===== src/rtl/ysyx_2022040010_mem_arbiter.sv =====
// ysyx_2022040010_mem_arbiter: shares one memory bus among icache, dcache and uncached requesters
// Fixed priority uc > dc > ic by default; define ARB_RR_EN for round-robin arbitration.
module ysyx_2022040010_mem_arbiter #(
  parameter int AW = 64,
  parameter int DW = 64,
  parameter int TIMEOUT = 256
) (
  input  logic            clk,
  input  logic            rst,
  input  logic            ic_req,
  input  logic            ic_we,
  input  logic [AW-1:0]   ic_addr,
  input  logic [DW-1:0]   ic_wdata,
  input  logic [DW/8-1:0] ic_wsel,
  output logic            ic_done,
  input  logic            dc_req,
  input  logic            dc_we,
  input  logic [AW-1:0]   dc_addr,
  input  logic [DW-1:0]   dc_wdata,
  input  logic [DW/8-1:0] dc_wsel,
  output logic            dc_done,
  input  logic            uc_req,
  input  logic            uc_we,
  input  logic [AW-1:0]   uc_addr,
  input  logic [DW-1:0]   uc_wdata,
  input  logic [DW/8-1:0] uc_wsel,
  output logic            uc_done,
  output logic [DW-1:0]   rdata,
  output logic            err,
  output logic            bus_e,
  output logic            bus_we,
  output logic [AW-1:0]   bus_addr,
  output logic [DW-1:0]   bus_wdata,
  output logic [DW/8-1:0] bus_wsel,
  input  logic            bus_done,
  input  logic [DW-1:0]   bus_rdata
);
  localparam int CW = $clog2(TIMEOUT + 1);
  typedef enum logic [1:0] {IDLE, BUSY, DONE} state_t;
  state_t          state;
  logic [2:0]      req, win, grant;
  logic [CW-1:0]   cnt;
  logic            sel_we;
  logic [AW-1:0]   sel_addr;
  logic [DW-1:0]   sel_wdata;
  logic [DW/8-1:0] sel_wsel;
  assign req = {uc_req, dc_req, ic_req};
`ifdef ARB_RR_EN
  logic [2:0] ptr;
  // the requester after ptr in the uc->dc->ic->uc rotation has top priority
  always_comb
    win = ptr[2] ? (req[1] ? 3'b010 : req[0] ? 3'b001 : req[2] ? 3'b100 : 3'b000)
        : ptr[1] ? (req[0] ? 3'b001 : req[2] ? 3'b100 : req[1] ? 3'b010 : 3'b000)
        :          (req[2] ? 3'b100 : req[1] ? 3'b010 : req[0] ? 3'b001 : 3'b000);
`else
  always_comb
    win = req[2] ? 3'b100 : req[1] ? 3'b010 : req[0] ? 3'b001 : 3'b000;
`endif
  assign sel_we    = win[2] ? uc_we : (win[1] & dc_we);
  assign sel_addr  = win[2] ? uc_addr : win[1] ? dc_addr : ic_addr;
  assign sel_wdata = win[2] ? uc_wdata : win[1] ? dc_wdata : ic_wdata;
  assign sel_wsel  = win[2] ? uc_wsel : win[1] ? dc_wsel : ic_wsel;
  assign ic_done = (state == DONE) & grant[0];
  assign dc_done = (state == DONE) & grant[1];
  assign uc_done = (state == DONE) & grant[2];
  always_ff @(posedge clk) begin
    if (rst) begin
      state     <= IDLE;
      grant     <= '0;
      cnt       <= '0;
      rdata     <= '0;
      err       <= 1'b0;
      bus_e     <= 1'b0;
      bus_we    <= 1'b0;
      bus_addr  <= '0;
      bus_wdata <= '0;
      bus_wsel  <= '0;
`ifdef ARB_RR_EN
      ptr       <= 3'b001;
`endif
    end else begin
      case (state)
        IDLE: if (|win) begin
          grant     <= win;
          bus_e     <= 1'b1;
          bus_we    <= sel_we;
          bus_addr  <= sel_addr;
          bus_wdata <= sel_wdata;
          bus_wsel  <= sel_wsel;
          cnt       <= '0;
          state     <= BUSY;
`ifdef ARB_RR_EN
          ptr       <= win;
`endif
        end
        BUSY: begin
          cnt <= cnt + 1'b1;
          if (bus_done) begin
            rdata <= bus_rdata;
            err   <= 1'b0;
            bus_e <= 1'b0;
            state <= DONE;
          end else if (cnt == CW'(TIMEOUT - 1)) begin
            rdata <= '0;
            err   <= 1'b1;
            bus_e <= 1'b0;
            state <= DONE;
          end
        end
        DONE: begin
          grant <= '0;
          state <= IDLE;
        end
        default: state <= IDLE;
      endcase
    end
  end
endmodule

===== config.mk =====
export PLATFORM = sky130hd
export DESIGN_NAME = ysyx_2022040010_mem_arbiter
export DESIGN_NICKNAME = d
export VERILOG_FILES = /design/src/rtl/ysyx_2022040010_mem_arbiter.sv
export SDC_FILE = /design/constraint.sdc
export NUM_CORES = 1
export LEC_CHECK = 0
export CAP_MARGIN = 20
export CORE_AREA = 10 10 261 263
export CTS_BUF_LIST = sky130_fd_sc_hd__clkbuf_4 sky130_fd_sc_hd__clkbuf_8 sky130_fd_sc_hd__clkbuf_16
export DETAILED_ROUTE_END_ITERATION = 7
export DIE_AREA = 0 0 271 273
export SYNTH_ARGS = -nofsm -noshare
export SYNTH_HDL_FRONTEND = slang
export SYNTH_SLANG_ARGS = --single-unit

===== constraint.sdc =====
create_clock -name clk -period 5.7 [get_ports clk]
set_input_delay 0.57 -clock clk [delete_from_list [all_inputs] [get_ports clk]]
set_output_delay 0.57 -clock clk [all_outputs]
set_load 0.05 [all_outputs]

After elaboration in Yosys (flattened, before gate mapping)
Cells that the tools add are included.
Storage, ports and cells
  register bits: 217
  bits in latches: 0
  memory bits (writable): 0
  memory bits (read-only): 0
  bits of input ports: 481
  memories: 0
Operators by class
  $add $sub $neg: 1
  multipliers: 0
  divide/modulo/power cells: 0
  magnitude comparators: 0
  eq/ne operators: 5
  shift operators: 0
  muxes and demuxes: 26
  bitwise gates (word level): 4
  reductions and logical operators: 11
Operator list (count)
  $mux W64: 6
  $pmux W9 S2: 1
  $mux W8: 2
  $reduce_and A2 Y1: 5
  $add A9 B1 Y9 const B: 1
  $eq A9 B8 Y1 const B: 1
  $mux W9: 1
  $mux W2: 4
  $mux W1: 7
  $mux W3: 2
  $pmux W3 S2: 1
  $reduce_bool A2 Y1: 3
  $and A1 B1 Y1: 4
  $pmux W2 S2: 1
  $ne A3 B3 Y1 const B: 1
  $reduce_and A3 Y1: 1
  $reduce_or A3 Y1: 1
  $eq A2 B1 Y1 const B: 1
  $eq A2 B2 Y1 const B: 1
  $logic_not A2 Y1: 1
  $ne A2 B2 Y1 const B: 1
  $pmux W1 S2: 1

Longest topological paths before layout
Gate-level depths: netlist of the first run.
  depth after elaboration: 6
  mapped depth: 9
  depth with buffers taken out: 7

Least setup slack after synthesis of the first run
OpenSTA, ideal clock, no wires.
  path kind: register -> register
  start: reg cnt[0]
  end: reg rdata[0]
  arrival: 1.807 ns
  setup slack: 3.822 ns
  stages on the path, launching flop included: 10
  buffers on the path: 2
  period minus slack after synthesis: 1.878 ns
  cell sequence: dfxtp_1 -> ha_1 -> nand3_1 -> nor4_1 -> ha_1 -> nor2_1 -> clkbuf_1 -> clkbuf_1 -> o21ai_0 -> a21oi_1
On the way
  word-level cells in the longest chain between the ends: 3
RTL lines
  from (decl): RTL line 42  | logic [CW-1:0] cnt;
  from (signal assigned): RTL line 97  | cnt <= cnt + 1'b1;
  $eq A9 B8 Y1: RTL line 103  | end else if (cnt == CW'(TIMEOUT - 1)) begin
  $reduce_bool A2 Y1 (no line)
  $reduce_and A2 Y1 (no line)
  to (signal assigned): RTL line 99  | rdata <= bus_rdata;
  to (decl): RTL line 28  | output logic [DW-1:0] rdata,
No other way between the ends.
A chain may end at the register's enable or synchronous reset.

Final worst setup path of the first run
  start: reg state[1]
  end: out ic_done
On the way
  word-level cells in the longest chain between the ends: 2
RTL lines
  from (decl): RTL line 40  | state_t state;
  from (signal assigned): RTL line 68  | state <= IDLE;
  from (signal assigned): RTL line 91  | state <= BUSY;
  from (signal assigned): RTL line 102  | state <= DONE;
  $eq A2 B2 Y1: RTL line 63  | assign ic_done = (state == DONE) & grant[0];
  $and A1 B1 Y1: RTL line 63
  to (decl): RTL line 15  | output logic ic_done,
No other way between the ends.

==> results of run 1 <==
metal layers:
metal	routed length, um	share of wire	up-vias
met5	0	0	-
met2	24730	0.53	413
met1	17670	0.38	4888
li1	-	-	5336
met3	3333	0.071	62
met4	1330	0.028	0
worst max path at each step:
stage | startpoint | to | cells past startpoint
after CTS | state[1] | ic_done | 3
after detailed placement | dc_req | bus_addr[62] | 5
after global routing | state[1] | ic_done | 3
final | state[1] | ic_done | 3
after floorplan | cnt[0] | rdata[0] | 9
after global placement | dc_req | bus_addr[62] | 5
state kept, by name, summed over array words and instances, names as in the netlist:
signal and count:
bus_addr 64, bus_wdata 64, rdata 64, cnt 9
bus_wsel 8, grant 3, state 2, bus_e 1
bus_we 1, err 1
cell families (layout without fill, tap and decap cells):
group                    after synthesis  in the layout  share of synthesized area
flip-flops                           217            217                     0.4347
AO/OA/AOI/OAI                        430            430                     0.2718
multiplexers                         137            137                     0.1373
AND/OR/NAND/NOR                      242            242                    0.09791
adder cells (fa/ha/maj)                2              2                   0.002504
buffers and inverters                114            749                    0.05572
other                                  0              1                          0
through the flow:
stage / utilization / instances
after floorplan: - / 1142
after global placement: 0.2789 / 2573
after detailed placement: 0.2789 / 2573
after CTS: 0.2957 / 2623
after global routing: 0.2958 / 2624
final: 0.2958 / 2624
area by class of cell:
class,count,area share
antenna,1,0.0001349
clock buffer,40,0.04559
clock inverter,10,0.01113
inverter,5,0.001012
multi-input combinational,811,0.2757
sequential,217,0.2341
tap,846,0.05705
timing repair buffer,694,0.3752
critical path, delay by kind of cell, from the launching register on:
kind | cells | cell delay [ps]
simple gates | 2 | 500
buf+inv | 1 | 830
flops | 1 | 480
cell usage after synthesis, types with 3 or more instances:
master      n  share of area
o21ai_1     4         0.0020
buf_1       7         0.0026
mux2i_1   136           0.14
o21ai_0   201           0.10
nand3_1     5         0.0025
nor3_1      5         0.0025
buf_4      16          0.012
a21oi_1    71          0.036
a211oi_1    5         0.0038
nand2_1   207          0.078
nor2_1      8         0.0030
and2_1      3         0.0019
buf_2      40          0.020
nor4_1      3         0.0019
clkbuf_1   43          0.016
dfxtp_1   217           0.43
inv_1       5         0.0019
a22o_1    136           0.12
power groups by stage:
stage / Sequential, mW / Clock (mW) / Combinational [mW]
6_report: 1.71 / 1.98 / 1.44
5_1_grt: 1.72 / 2.10 / 1.53
4_1_cts: 1.71 / 2.05 / 1.46
3_5_place_dp: 1.74 / 0 / 1.45
3_3_place_gp: 1.73 / 0 / 1.44
2_1_floorplan: 2.13 / 0 / 0.364
==> results.py, run 1 <==
metrics = {
    "timing": {
        "hold_violations": 0,
        "slew_headroom": 0.3882,
        "fmax_mhz": 342.0,
        "fin_hold_ws_ps": 468.5,
        "rsz0062_at_grt": "false",
        "setup_tns_ps": 0,
        "fin_crit_ps": 2924,
        "finalCritPeriodShare": 0.5130,
        "setup-violations-final": 0,
        "worstMarginPinSlew_ps": 917.7,
        "finClkSkew_ps": 9.396,
        "setup_slack_ps": 2776,
        "finalMaxSlewViolations": 0,
    },
    "cells_and_area": {
        "layout_commonest_cell": "clkdlybuf4s50_1",
        "drive_above_1_share": 0.03939,
        "regArea_um2": 4344,
        "num-nets-final": 2240,
        "final_area_um2": 18550,
        "syn_to_final_growth_pct": 85.66,
        "multi_input_area_um2": 5116,
        "mostFrequentLayoutCells": "clkdlybuf4s50_1, dfxtp_1, nand2_1, o21ai_0",
        "fillers": 6548,
    },
    "synthesis": {
        "syn-num-nets": 1625,
        "ys_seq_area_frac": 0.4347,
        "ys.flop_type": "dfxtp_1",
        "yosys_warnings": 0,
        "netlist_instances": 1142,
        "synth.distinct_cells": 39,
        "syn_area_um2": 9993,
        "synth_edf_count": 0,
        "synth_area_per_cell_um2": 8.751,
        "ys_ff_latch": 217,
        "async_reset_ff_frac": 0,
    },
    "power": {
        "p_switching_mw": 1.553,
        "pwr-share-clk": 0.386,
        "ir_worst_vdd_uv": 179.9,
        "power_frac_comb": 0.280,
        "powerDensity_nw_per_um2": 276.2,
        "switching_share": 0.3030,
        "intPower_mw": 3.572,
        "power.leakage_nw": 7.064,
        "total_power_mw": 5.125,
        "seqPwrFrac": 0.333,
    },
    "die": {
        "dieHeight_um": 273,
        "core_um2": 62740,
        "fp.dieW_um": 271,
        "die_area_um2": 73980,
        "start_util": 0.1593,
        "rows": 92,
        "pin_count": 687,
    },
    "status": {
        "status": "completed",
    },
    "clocking": {
        "numCtsBuffers": 28,
        "clockBufferDepth": 3,
        "cts_sinks": 217,
        "insertion_delay_ps": 550,
        "cts_resized": 0,
        "cts_max_level": 1,
        "cts_setup_buffers": 0,
        "cts_tree": "yes",
        "clock-root-buffer": "clkbuf_16",
        "postCtsHoldBufs": 0,
        "path_clk_slew_ps": 60,
    },
    "min_path": {
        "hold_end": "err",
        "min_from": "err",
        "min_path_cells": 1,
        "hold_path.class": "flip-flop to flip-flop",
    },
    "global_routing": {
        "grt_usage": 0.1192,
        "use_met2": 0.2213,
        "grt_busiest_layer": "met2",
        "gr-total-overflow": 0,
        "antenna_found_initial": 2,
        "grt.met3_usage": 0.03293,
        "grt_pass1_vias": 11490,
        "grt_use_met1": 0.1279,
        "grt_pass1_wl_mm": 70.30,
        "grt_max_degree": 195,
    },
    "detailed_routing": {
        "wl_per_cell_um": 17.94,
        "dr.pass1.iters": 4,
        "drc": 0,
        "num_vias": 10700,
        "drt-initial-drc-count": 468,
        "ant_nets": 0,
        "vias_per_cell": 4.077,
        "detail_route.wirelength_mm": 47.07,
    },
    "setup_path": {
        "path_cells": "nor2b_1, and2_1, clkdlybuf4s50_1",
        "crit_fanout": 9,
        "r2r_setup_slack_ps": 3430,
        "critPathLaunchType": "flip-flop",
        "crit_type": "flip-flop to output port",
        "r2r_start": "cnt[0]",
        "required_ps": 5130,
        "worst_setup_path_end_kind": "output port",
        "crit_arrival_ps": 2350,
        "r2r_cells": 8,
        "r2r_end": "rdata[37]",
        "slowest_stage": "clkdlybuf4s50_1",
        "max_stage_delay_ps": 830,
    },
    "placed_design": {
        "place.gp.congestion": 0.8430,
        "hpwl_mm": 36.49,
        "io_buffers": 685,
        "postPlaceCellArea_um2": 17500,
        "place_ws_ps": 2818,
    },
    "run": {
        "drv_cap": 0,
    },
}
No activity file was read; power rests on OpenSTA's default activity.
==> run 2: changes to the inputs <==
- CORE_AREA: 10 10 261 263 -> 10 10 256 258
- DIE_AREA: 0 0 271 273 -> 0 0 266 268
- clock period: 5.7 -> 2.75 ns (I/O delays scaled with it)
==> run 2 against run 1 <==
Effect of this change:
- final cell count down 1.9%
- clock-buffer cell count down 3
- setup slack worse by 2600 ps
- first-iteration DRC count up 11%
- highest routed layer unchanged
- critical path depth unchanged
- largest power group is now sequential cells
- clock skew about the same
- critical endpoint is now uc_done
==> results.py, run 2 (synthesized netlist as in run 1, its figures left out) <==
metrics = {
    "detailed_routing": {
        "drc": 0,
        "vias_per_cell": 4.221,
        "dr.pass1.iters": 5,
        "detail_route.wirelength_mm": 47.06,
        "num_vias": 10870,
        "drt-initial-drc-count": 519,
        "wl_per_cell_um": 18.27,
        "ant_nets": 0,
    },
    "min_path": {
        "hold_path.class": "input pin to flip-flop",
    },
    "clocking": {
        "cts_sinks": 217,
        "cts_tree": "yes",
        "clockBufferDepth": 3,
        "path_clk_slew_ps": 60,
        "numCtsBuffers": 26,
        "cts_setup_buffers": 0,
        "postCtsHoldBufs": 0,
        "cts_max_level": 1,
        "cts_resized": 0,
        "clock-root-buffer": "clkbuf_16",
        "insertion_delay_ps": 540,
    },
    "placed_design": {
        "io_buffers": 685,
        "place.gp.congestion": 0.8506,
        "place_ws_ps": 642.1,
        "hpwl_mm": 37.58,
    },
    "timing": {
        "hold_violations": 0,
        "finalMaxSlewViolations": 0,
        "finalCritPeriodShare": 0.9385,
        "fmax_mhz": 387.4,
        "worstMarginPinSlew_ps": 745.6,
        "rsz0062_at_grt": "false",
        "setup-violations-final": 0,
        "fin_crit_ps": 2581,
        "setup_slack_ps": 169.0,
        "setup_tns_ps": 0,
        "slew_headroom": 0.5029,
        "finClkSkew_ps": 9.627,
    },
    "setup_path": {
        "critPathLaunchType": "flip-flop",
        "r2r_setup_slack_ps": 660,
        "crit_arrival_ps": 2310,
        "crit_fanout": 9,
        "slowest_stage": "clkdlybuf4s50_1",
        "required_ps": 2480,
        "path_cells": "nor2b_1, and2_1, clkdlybuf4s50_1",
        "max_stage_delay_ps": 830,
        "worst_setup_path_end_kind": "output port",
        "crit_type": "flip-flop to output port",
    },
    "die": {
        "fp.dieW_um": 266,
        "dieHeight_um": 268,
        "pin_count": 687,
        "die_area_um2": 71290,
        "start_util": 0.1662,
        "core_um2": 60130,
        "rows": 90,
    },
    "power": {
        "switching_share": 0.3159,
        "power.leakage_nw": 7.094,
        "ir_worst_vdd_uv": 392.1,
        "power_frac_comb": 0.303,
        "intPower_mw": 6.854,
        "p_switching_mw": 3.165,
        "seqPwrFrac": 0.353,
        "powerDensity_nw_per_um2": 541.5,
        "pwr-share-clk": 0.345,
    },
    "cells_and_area": {
        "layout_commonest_cell": "clkdlybuf4s50_1",
        "mostFrequentLayoutCells": "clkdlybuf4s50_1, dfxtp_1, nand2_1, o21ai_0",
        "drive_above_1_share": 0.04743,
        "syn_to_final_growth_pct": 85.16,
        "reg.largest.list": "bus_addr (64), bus_wdata (64), rdata (64)",
        "num-nets-final": 2256,
    },
    "global_routing": {
        "antenna_found_initial": 2,
        "grt_usage": 0.1210,
        "grt_max_degree": 133,
        "gr-total-overflow": 0,
        "grt_pass1_vias": 11390,
        "grt_pass1_wl_mm": 68.11,
    },
    "status": {
        "status": "completed",
    },
    "run": {
        "drv_cap": 0,
    },
}
-- run 2: metal layers --
layer	track usage	part of all wire	vias up	routed length [um]
met5	0	0	-	0
met4	0.03212	0.026	0	1213
met3	0.04086	0.083	52	3895
met2	0.2181	0.50	406	23730
met1	0.1337	0.39	5042	18210
li1	-	-	5370	-
-- run 2: power by group through the flow --
| stage | Combinational, mW | Clock (mW) | Sequential (mW) |
|---|---|---|---|
| after floorplan | 0.755 | 0 | 4.42 |
| after global placement | 3.04 | 0 | 3.59 |
| after detailed placement | 3.06 | 0 | 3.60 |
| after CTS | 3.07 | 3.59 | 3.54 |
| after global routing | 3.20 | 3.74 | 3.57 |
| final | 3.03 | 3.45 | 3.54 |
-- run 2: path summary, 6_finish.rpt --
| kind | from | to | cells after the start |
|---|---|---|---|
| worst max register to register | cnt[0] | rdata[11] | 8 |
| worst min register to register | err | err | 1 |
| worst max-delay path | state[1] | uc_done | 3 |
| worst min-delay path | uc_req | grant[2] | 3 |
-- run 2: final cells by class --
class	count	area (um2)
Fill cell	6239	41630
Timing Repair Buffer	712	7172
Multi-Input combinational cell	811	5116
Sequential cell	217	4344
Tap cell	782	978.4
Clock buffer	37	758.2
Clock inverter	10	113.9
Inverter	5	18.77
Antenna cell	1	2.502
-- run 2: worst max-delay path, delay by kind of cell, from the launching register on --
family / cells / cell delay [ps]
flops: 1 / 460
buf+inv: 1 / 830
simple gates: 2 / 470
-- run 2: stage by stage --
step	total power [mW]	cell area, um2	hold slack, ps	util	cells
floorplan	5.179	9993	411.0	-	1142
global placement	6.638	17630	451.3	0.2932	2527
detailed placement	6.658	17630	459.0	0.2932	2527
CTS	10.20	18500	121.9	0.3077	2574
global route	10.51	18500	151.8	0.3077	2574
finish	10.02	18500	163.6	0.3077	2575
